### src/rtl/simon_fsm_gen.sv
// Simon game controller: LFSR-drawn sequence, timed one-hot playback, edge-by-edge input check.
// Optional idle timeout in S_WAIT is built only when SIMON_TIMEOUT_EN is defined.
module simon_fsm_gen #(
  parameter int          NUM_BTN       = 4,
  parameter int          MAX_LEN       = 16,
  parameter int          SHOW_TICKS    = 4,
  parameter int          GAP_TICKS     = 2,
  parameter int          TIMEOUT_TICKS = 64,
  parameter logic [15:0] SEED          = 16'hACE1,
  localparam int         BTN_W         = (NUM_BTN > 2) ? $clog2(NUM_BTN) : 1,
  localparam int         LEN_W         = $clog2(MAX_LEN + 1)
) (
  input  logic               clk_tick,
  input  logic               reset,
  input  logic               btn_valid,
  input  logic [BTN_W-1:0]   btn_val,
  output logic [NUM_BTN-1:0] led,
  output logic               error_led,
  output logic               win_led,
  output logic [2:0]         state,
  output logic [LEN_W-1:0]   round_cnt,
  output logic [LEN_W-1:0]   init_cnt
);

  // state   | meaning
  // S_INIT  | fill seq_mem from the LFSR, one entry per tick
  // S_PLAY  | show entries 0..round_cnt-1 (lit, then dark gap)
  // S_WAIT  | echo held button on led, wait for a press edge
  // S_CHECK | compare latched guess with seq_mem[input_idx]
  // S_ERROR | wrong guess (or timeout); press restarts
  // S_WIN   | final round completed; press restarts
  typedef enum logic [2:0] {
    S_INIT  = 3'd0,
    S_PLAY  = 3'd1,
    S_WAIT  = 3'd2,
    S_CHECK = 3'd3,
    S_ERROR = 3'd4,
    S_WIN   = 3'd5
  } state_t;

  localparam int IDX_W    = (MAX_LEN > 1) ? $clog2(MAX_LEN) : 1;
  localparam int TICK_MAX = (SHOW_TICKS > GAP_TICKS) ? SHOW_TICKS : GAP_TICKS;
  localparam int TICK_W   = $clog2(TICK_MAX + 1);
  localparam logic [TICK_W-1:0] SHOW_LOAD = TICK_W'(SHOW_TICKS - 1);
  localparam logic [TICK_W-1:0] GAP_LOAD  = TICK_W'(GAP_TICKS - 1);
  localparam logic [BTN_W:0]    NUM_BTN_X = (BTN_W + 1)'(NUM_BTN);

  if (NUM_BTN < 2 || NUM_BTN > 16 || MAX_LEN < 1 || MAX_LEN > 255 || SHOW_TICKS < 1 ||
      GAP_TICKS < 1 || TIMEOUT_TICKS < 1 || SEED == 16'h0) begin : g_bad_params
    $error("simon_fsm_gen: illegal parameter value");
  end

  state_t             state_q, state_nxt;
  logic [NUM_BTN-1:0] led_nxt;
  logic               error_nxt, win_nxt;
  logic [LEN_W-1:0]   round_nxt, init_nxt;
  logic [LEN_W-1:0]   input_idx, input_idx_nxt;
  logic [LEN_W-1:0]   play_idx, play_idx_nxt, play_idx_inc;
  logic [TICK_W-1:0]  tick_cnt, tick_nxt;
  logic               gap, gap_nxt;
  logic [BTN_W-1:0]   guess, guess_nxt;
  logic               btn_valid_q, press, mem_we;
  logic [15:0]        lfsr;
  logic               lfsr_fb;
  logic [BTN_W:0]     draw_ext;
  logic [BTN_W-1:0]   draw, first_entry;
  logic [BTN_W-1:0]   seq_mem [MAX_LEN];

  function automatic logic [NUM_BTN-1:0] onehot(input logic [BTN_W-1:0] v);
    return NUM_BTN'(1) << v;
  endfunction

  assign lfsr_fb      = lfsr[15] ^ lfsr[13] ^ lfsr[12] ^ lfsr[10];
  assign draw_ext     = {1'b0, lfsr[BTN_W-1:0]};
  assign draw         = (draw_ext >= NUM_BTN_X) ? BTN_W'(draw_ext - NUM_BTN_X) : lfsr[BTN_W-1:0];
  assign press        = btn_valid & ~btn_valid_q;
  assign play_idx_inc = play_idx + LEN_W'(1);
  // with MAX_LEN=1 entry 0 is being written on the same edge that starts playback
  assign first_entry  = (init_cnt == '0) ? draw : seq_mem[0];
  assign state        = state_q;

`ifdef SIMON_TIMEOUT_EN
  localparam int IDLE_W = $clog2(TIMEOUT_TICKS + 1);
  logic [IDLE_W-1:0] idle_cnt;

  // reloaded outside S_WAIT so every entry starts a full window
  always_ff @(posedge clk_tick or posedge reset) begin
    if (reset)                           idle_cnt <= '0;
    else if (state_q != S_WAIT || press) idle_cnt <= IDLE_W'(TIMEOUT_TICKS - 1);
    else if (idle_cnt != '0)             idle_cnt <= idle_cnt - IDLE_W'(1);
  end
`endif

  always_comb begin
    state_nxt     = state_q;
    led_nxt       = led;
    error_nxt     = error_led;
    win_nxt       = win_led;
    round_nxt     = round_cnt;
    init_nxt      = init_cnt;
    input_idx_nxt = input_idx;
    play_idx_nxt  = play_idx;
    tick_nxt      = tick_cnt;
    gap_nxt       = gap;
    guess_nxt     = guess;
    mem_we        = 1'b0;
    case (state_q)
      S_INIT: begin
        mem_we    = 1'b1;
        led_nxt   = '0;
        error_nxt = 1'b0;
        win_nxt   = 1'b0;
        if (init_cnt == LEN_W'(MAX_LEN - 1)) begin
          state_nxt    = S_PLAY;
          round_nxt    = LEN_W'(1);
          init_nxt     = '0;
          play_idx_nxt = '0;
          tick_nxt     = SHOW_LOAD;
          gap_nxt      = 1'b0;
          led_nxt      = onehot(first_entry);
        end else begin
          init_nxt = init_cnt + LEN_W'(1);
        end
      end
      S_PLAY: begin
        if (tick_cnt != '0) begin
          tick_nxt = tick_cnt - TICK_W'(1);
        end else if (!gap) begin
          gap_nxt  = 1'b1;
          tick_nxt = GAP_LOAD;
          led_nxt  = '0;
        end else if (play_idx == round_cnt - LEN_W'(1)) begin
          state_nxt     = S_WAIT;
          input_idx_nxt = '0;
          led_nxt       = btn_valid ? onehot(btn_val) : '0;
        end else begin
          play_idx_nxt = play_idx_inc;
          gap_nxt      = 1'b0;
          tick_nxt     = SHOW_LOAD;
          led_nxt      = onehot(seq_mem[play_idx_inc[IDX_W-1:0]]);
        end
      end
      S_WAIT: begin
        led_nxt = btn_valid ? onehot(btn_val) : '0;
        if (press) begin
          guess_nxt = btn_val;
          state_nxt = S_CHECK;
        end
`ifdef SIMON_TIMEOUT_EN
        else if (idle_cnt == '0) begin
          state_nxt = S_ERROR;
          error_nxt = 1'b1;
          led_nxt   = '0;
        end
`endif
      end
      S_CHECK: begin
        if (guess != seq_mem[input_idx[IDX_W-1:0]]) begin
          state_nxt = S_ERROR;
          error_nxt = 1'b1;
          led_nxt   = '0;
        end else if (input_idx != round_cnt - LEN_W'(1)) begin
          state_nxt     = S_WAIT;
          input_idx_nxt = input_idx + LEN_W'(1);
          led_nxt       = btn_valid ? onehot(btn_val) : '0;
        end else if (round_cnt == LEN_W'(MAX_LEN)) begin
          state_nxt = S_WIN;
          win_nxt   = 1'b1;
          led_nxt   = '1;
        end else begin
          state_nxt    = S_PLAY;
          round_nxt    = round_cnt + LEN_W'(1);
          play_idx_nxt = '0;
          tick_nxt     = SHOW_LOAD;
          gap_nxt      = 1'b0;
          led_nxt      = onehot(seq_mem[0]);
        end
      end
      S_ERROR: begin
        led_nxt   = '0;
        error_nxt = 1'b1;
        if (press) begin
          state_nxt = S_INIT;
          error_nxt = 1'b0;
          round_nxt = '0;
          init_nxt  = '0;
        end
      end
      S_WIN: begin
        led_nxt = '1;
        win_nxt = 1'b1;
        if (press) begin
          state_nxt = S_INIT;
          win_nxt   = 1'b0;
          round_nxt = '0;
          init_nxt  = '0;
        end
      end
      default: begin
        state_nxt = S_INIT;
        led_nxt   = '0;
        error_nxt = 1'b0;
        win_nxt   = 1'b0;
        round_nxt = '0;
        init_nxt  = '0;
      end
    endcase
  end

  always_ff @(posedge clk_tick or posedge reset) begin
    if (reset) begin
      state_q     <= S_INIT;
      led         <= '0;
      error_led   <= 1'b0;
      win_led     <= 1'b0;
      round_cnt   <= '0;
      init_cnt    <= '0;
      input_idx   <= '0;
      play_idx    <= '0;
      tick_cnt    <= '0;
      gap         <= 1'b0;
      guess       <= '0;
      btn_valid_q <= 1'b0;
      lfsr        <= SEED;
    end else begin
      state_q     <= state_nxt;
      led         <= led_nxt;
      error_led   <= error_nxt;
      win_led     <= win_nxt;
      round_cnt   <= round_nxt;
      init_cnt    <= init_nxt;
      input_idx   <= input_idx_nxt;
      play_idx    <= play_idx_nxt;
      tick_cnt    <= tick_nxt;
      gap         <= gap_nxt;
      guess       <= guess_nxt;
      btn_valid_q <= btn_valid;
      lfsr        <= {lfsr[14:0], lfsr_fb};
    end
  end

  always_ff @(posedge clk_tick) begin
    if (mem_we) seq_mem[init_cnt[IDX_W-1:0]] <= draw;
  end

endmodule

### config.mk
export PLATFORM = sky130hd
export DESIGN_NAME = simon_fsm_gen
export DESIGN_NICKNAME = d
export VERILOG_FILES = /design/src/rtl/simon_fsm_gen.sv
export SDC_FILE = /design/constraint.sdc
export NUM_CORES = 1
export LEC_CHECK = 0
export CAP_MARGIN = 20
export CORE_MARGIN = 2
export CORE_UTILIZATION = 40
export CTS_CLUSTER_SIZE = 8
export DETAILED_ROUTE_END_ITERATION = 6
export SYNTH_ARGS = -nofsm -noshare
export SYNTH_HDL_FRONTEND = slang
export SYNTH_SLANG_ARGS = --single-unit
### constraint.sdc
create_clock -name clk_tick -period 6.3 [get_ports clk_tick]
set_input_delay 1.26 -clock clk_tick [delete_from_list [all_inputs] [get_ports clk_tick]]
set_output_delay 1.26 -clock clk_tick [all_outputs]
set_load 0.01 [all_outputs]
Yosys cells after proc, flatten, opt, wreduce, memory -nomap -nowiden
Memories as Yosys holds them, arrays and structs flattened. Cells that the tools add are included.

$add $sub $neg: 7. Magnitude comparators: 1. Equal/unequal tests: 24. Shift-type cells: 4. Multiplexer cells: 69. Bitwise operators: 9. Reduce and logical (&&, ||, !) cells: 20.

Operators by type and width (number): two-way mux 5 bit (18); two-way mux 3 bit (16); two-way mux 4 bit (8); one-hot mux 5 bit (3 select lines) (2); AND reduction 6 bit (5); inequality test 2 bit (second input constant) (12); adder 5 x 1 -> 5 bit (second input constant) (4); one-hot mux 4 bit (5 select lines) (1); one-hot mux 5 bit (4 select lines) (1); left shift 1 x 2 -> 4 bit (first input constant) (4); two-way mux 1 bit (15); one-hot mux 3 bit (5 select lines) (1); one-hot mux 5 bit (2 select lines) (1); one-hot mux 1 bit (3 select lines) (3); one-hot mux 3 bit (3 select lines) (1); OR reduction 3 bit (3); AND reduction 8 bit (1); == test 3 x 2 -> 1 bit (second input constant) (2); == test 3 bit (second input constant) (2); AND reduction 2 bit (3); nonzero test 3 bit (2); == test 5 x 4 -> 1 bit (second input constant) (1); == test 5 bit (1); == test 5 bit (second input constant) (1); other kinds (18) (26).

Bits in registers: 52. Bits in writable memories: 32. Input port bits: 5. Output and inout port bits: 19. Logic and storage cells: 148. Memories: 1.

Memory list: seq_mem (words 16, bits a word 2, read ports 3, clocked after memory_dff 0, wr ports 1, line 67) `logic [BTN_W-1:0] seq_mem [MAX_LEN];`.

Logic depth before layout (Yosys ltp)
An unclocked memory read counts as a cell.

Depth in word-level cells: 7. Mapped depth: 11. Depth with buffers taken out: 9.

Worst setup path before layout
No wires, ideal clock.

Path kind: register to register. Start: reg play_idx[1]. End: reg led[1]. Library setup time: 0.131 ns. Arrival time: 2.585 ns. Required time: 6.169 ns. Path slack: 3.584 ns. Stages on the path, launching flop included: 8. Path buffers: 1. Period minus slack after synthesis: 2.716 ns. Cells stage by stage: dfrtp_1 ha_1 clkbuf_1 mux4_2 mux2_2 o21ai_0 o31ai_1 or3_1.

Longest elaborated chain between the ends: 7. Elaborated cells between the ends (all ways): 8. Classes of those cells: 1 x add/sub; 1 x eq/ne; 1 x shift; 4 x mux; 1 x memory.

Ends and longest elaborated chain: start, declared (line 58) `logic [LEN_W-1:0] play_idx, play_idx_nxt, play_idx_inc;`; start signal, assigned (line 233) `play_idx <= play_idx_nxt;`; adder 5 x 1 -> 5 bit (line 77) `assign play_idx_inc = play_idx + LEN_W'(1);`; memory read (16 x 2 bit); left shift 1 x 2 -> 4 bit (line 70) `return NUM_BTN'(1) << v;`; two-way mux 4 bit (*) (line 132) `end else if (play_idx == round_cnt - LEN_W'(1)) begin`; two-way mux 4 bit (*) (line 128) `end else if (!gap) begin`; two-way mux 4 bit (*) (line 126) `if (tick_cnt != '0) begin`; one-hot mux 4 bit (5 select lines) (*) (line 107) `case (state_q)`; end signal, assigned (line 227) `led <= led_nxt;`; end, declared (line 17) `output logic [NUM_BTN-1:0] led,`.

Every way passes the cells marked *; elsewhere a longest branch is shown, timed or not. The select of a mux whose other input is x is not followed. A chain may end at the register's enable or synchronous reset.

Worst setup path in the final report
Start: reg round_cnt[0]. End: reg led[0].

Longest elaborated chain between the ends: 6. Elaborated cells between the ends (all ways): 11. Classes of those cells: 1 x add/sub; 3 x eq/ne; 7 x mux.

Ends and longest elaborated chain: start, declared (line 21) `output logic [LEN_W-1:0] round_cnt,`; start signal, assigned (line 230) `round_cnt <= round_nxt;`; subtractor 5 x 1 -> 5 bit (line 132, 162); == test 5 bit (line 132); two-way mux 4 bit (line 132); two-way mux 4 bit (line 128); two-way mux 4 bit (line 126); one-hot mux 4 bit (5 select lines) (*) (line 107).

Marked as above.

==> summary.md <==
| Metric | Value |
|---|---|
| Slew Viols, Final | `0` |
| RSZ-0062 raised after global routing | `no` |
| Routed length per instance | `18.2 um` |
| Die footprint | `12800 sq um` |
| Row count | `39` |
| Number of clock sinks | `84` |
| TNS Setup | `0 ns` |
| P&R area growth vs syn | `12.4%` |
| Initial Util | `41.5%` |
| DR vias | `3550` |
| Slowest stage cell on the critical path | `nor3_1` |
| Fin util | `46.6%` |
| Worst vdd ir | `0.306 mV` |
| Drt first pass iters | `5` |
| P_leak | `0.00207 uW` |
| Synth Instances | `448` |
| Number of fill cells | `1080` |
| Die width | `113 um` |
| Gr ovfl total | `0` |
| Root buf cell | `clkbuf_16` |
| Final Hold Vio Count | `0` |
| R2r endpoint | `led[0]` |
| Kind of critical path | `reg2reg` |
| Asr flop ratio synth | `61.9%` |
| Core area | `11500 sq um` |
| DIE HEIGHT | `113 um` |
| Worst-Skew Late Latency | `0.35 ns` |
| Post-Synth XOR/XNOR Area | `3.04%` |
| Final Skew | `0.00799 ns` |
| Mean post-synth cell area | `10.7 sq um` |
| Final wirelength | `11100 um` |
| WP data arrival | `3.32 ns` |
| CTS Hold Bufs | `0` |
| Slew HR | `33.9%` |
| CP Launch Type | `register` |
| R2r setup slk | `3.20 ns` |
| Post-synthesis mux area share | `10.2%` |
| Run status | `finished, final reports clean` |
| Post-synth EDFFs | `32` |
| Most common cell after layout, fill and taps aside | `dfrtp_1` |
| Tot GR Track Use | `18.5%` |
| Worst hold stages | `0` |
| Unique masters post-synth | `71` |
| Max-cap violation count | `0` |
| CTS tree | `built` |
| Hold Crit Class | `reg2reg` |
| CTS HTree Levels | `3` |
| Max FO, Critical Path | `9` |
| Seq/Total Area, Yosys | `47.6%` |
| Layout cells sized above 1 | `11.6%` |
| Max stage delay on crit path | `0.67 ns` |
| Nets | `477` |
| R2r startpoint | `round_cnt[0]` |
| Placer Congestion | `0.849` |
| Top FF cell, synth | `dfrtp_1` |
| Most frequent cells in the layout | `dfrtp_1, nand2_1, edfxtp_1` |
| Synth Area in Simple Gates | `14.8%` |
| Yosys warns | `0` |
| Final setup fails | `0` |
| Min Clock Period, post-route | `3.10 ns` |
| Critical path buffers and inverters | `1` |
| Detailed Place HPWL | `7990 um` |
| Post-synth net total | `463` |
| Post-CTS setup buffer count | `0` |
| Initial antenna violation count | `0` |
| Adder-cell share of the synthesized area | `2.62%` |
| CTS Buf Count | `9` |
| Cells on worst reg2reg path | `7` |
| WP data required | `6.52 ns` |
| Number of port buffers | `23` |
| Final worst path period share | `49.3%` |
| Post_cts resized | `0` |
| Vias per Instance | `5.82` |
| Worst hold path startpoint | `lfsr[9]` |
| Worst Hold End | `lfsr[10]` |
| # IOs | `24` |
| Achievable Freq | `322 MHz` |
| CP cell instances | `inv_1 -> ha_1 -> xnor2_1 -> nor3_1 -> nand4b_1 -> a211o_1 -> o311ai_1` |
| Largest net degree at the start of global routing | `53` |
| Complex-gate fraction of the synthesized area | `17.0%` |
| Clock tree buffer depth | `2` |
| Main combinational cell family by area after synthesis | `compound AO/OA/AOI/OAI gates` |
| FF+latch count, synth | `84` |
| CP endpoint kind | `register` |
| # diodes | `0` |
| Global-route wire length before repair | `18300 um` |
| DRC viols | `0` |
| Crit path max-delay family | `simple AND/OR/NAND/NOR gates` |
| Post-Synthesis Cell Area | `4780 sq um` |
| PD cells | `364 nW/um^2` |
| CTS clock-pin slew for the worst setup and hold paths | `0.06 ns` |
| Worst-Margin Slew | `0.991 ns` |
| DRT antenna net count | `0` |
| Vias in the first global route | `3477` |
| Initial DRC Count | `267` |
[metal layers]
layer  GRT usage [%]  wire length [um]
met4            8.78               326
met3            3.43               507
met2            28.0              5010
met5               0                 0
met1            25.9              5280
[worst max path at each step]
stage	end	cells past startpoint	slack [ns]	from
global placement	round_cnt[4]	8	3.12	btn_valid
finish	led[0]	7	3.20	round_cnt[0]
detailed placement	round_cnt[4]	8	2.97	btn_valid
CTS	led[0]	7	3.21	input_idx[1]
global route	led[3]	7	2.96	play_idx[0]
floorplan	led[1]	7	3.58	play_idx[1]
[synth_stat cells (5+ instances only)]
cell type   n  share of area [%]
o31ai_1     5               0.79
nor2_1     31                2.4
nand2b_1    8                1.0
xor2_1      6                1.1
ha_1       10                2.6
inv_1      23                1.8
a22oi_1     5               0.79
clkbuf_1   12               0.94
mux4_2      8                3.8
o211ai_1    5               0.79
dfstp_2     8                4.4
mux2i_1    26                5.4
o21ai_0    29                3.0
a21oi_1    23                2.4
nand3_1    15                1.6
nor3_1     10                1.0
xnor2_1     8                1.5
edfxtp_1   32                 20
a31oi_1     6               0.79
nand2_1    37                2.9
dfrtp_1    44                 23
or3_1       5               0.65
[flip-flops by register name (all words and copies together), names as in the netlist]
signal	count
input_idx	5
seq_mem	32
error_led	1
state	3
btn_valid_q	1
gap	1
led	4
guess	2
init_cnt	5
tick_cnt	3
round_cnt	5
win_led	1
lfsr	16
play_idx	5
[report_power, final]
group | leakage (uW) | total [uW] | switching [uW] | internal (uW)
Clock | 0.000155 | 549 | 238 | 310
Combinational | 0.000950 | 682 | 363 | 319
Sequential | 0.000963 | 724 | 95.5 | 629
Total | 0.00207 | 1950 | 697 | 1260
[worst register-to-register path: cells and delay by family, from the launching register on]
| kind | cells | cell delay, ns |
|---|---|---|
| flip-flops | 1 | 0.58 |
| buffers and inverters | 1 | 0.09 |
| adder cells (fa/ha/maj) | 1 | 0.37 |
| XOR/XNOR | 1 | 0.14 |
| AO/OA/AOI/OAI | 2 | 0.79 |
| AND/OR/NAND/NOR | 2 | 1.01 |
[metrics by stage]
| stage | instance area (sq um) | setup slack [ns] | hold WS, ns | total power (uW) | cells |
|---|---|---|---|---|---|
| detailed placement | 5060 | 2.97 | 0.337 | 1410 | 594 |
| floorplan | 4780 | 3.58 | 0.331 | 1210 | 448 |
| global placement | 5060 | 3.12 | 0.335 | 1400 | 594 |
| finish | 5370 | 3.20 | 0.351 | 1960 | 610 |
| CTS | 5370 | 3.21 | 0.353 | 1970 | 610 |
| global route | 5370 | 2.96 | 0.354 | 2080 | 610 |
[logic make-up (layout without fill, tap and decap cells)]
logic type / Yosys count / after routing
XOR/XNOR: 15 / 15
multiplexers: 38 / 38
AND/OR/NAND/NOR: 138 / 138
adder cells (fa/ha/maj): 10 / 10
AO/OA/AOI/OAI: 118 / 118
flip-flops: 84 / 84
buffers and inverters: 45 / 64
[layout make-up]
class | count | area (sq um) | share of cell area [%]
Multi-Input combinational cell | 319 | 2280 | 42.4
Clock buffer | 11 | 264 | 4.91
Timing Repair Buffer | 25 | 245 | 4.57
Tap cell | 143 | 179 | 3.33
Clock inverter | 5 | 48.8 | 0.908
Inverter | 23 | 86.3 | 1.61
Sequential cell | 84 | 2270 | 42.3
No activity file was read; power rests on OpenSTA's default activity.
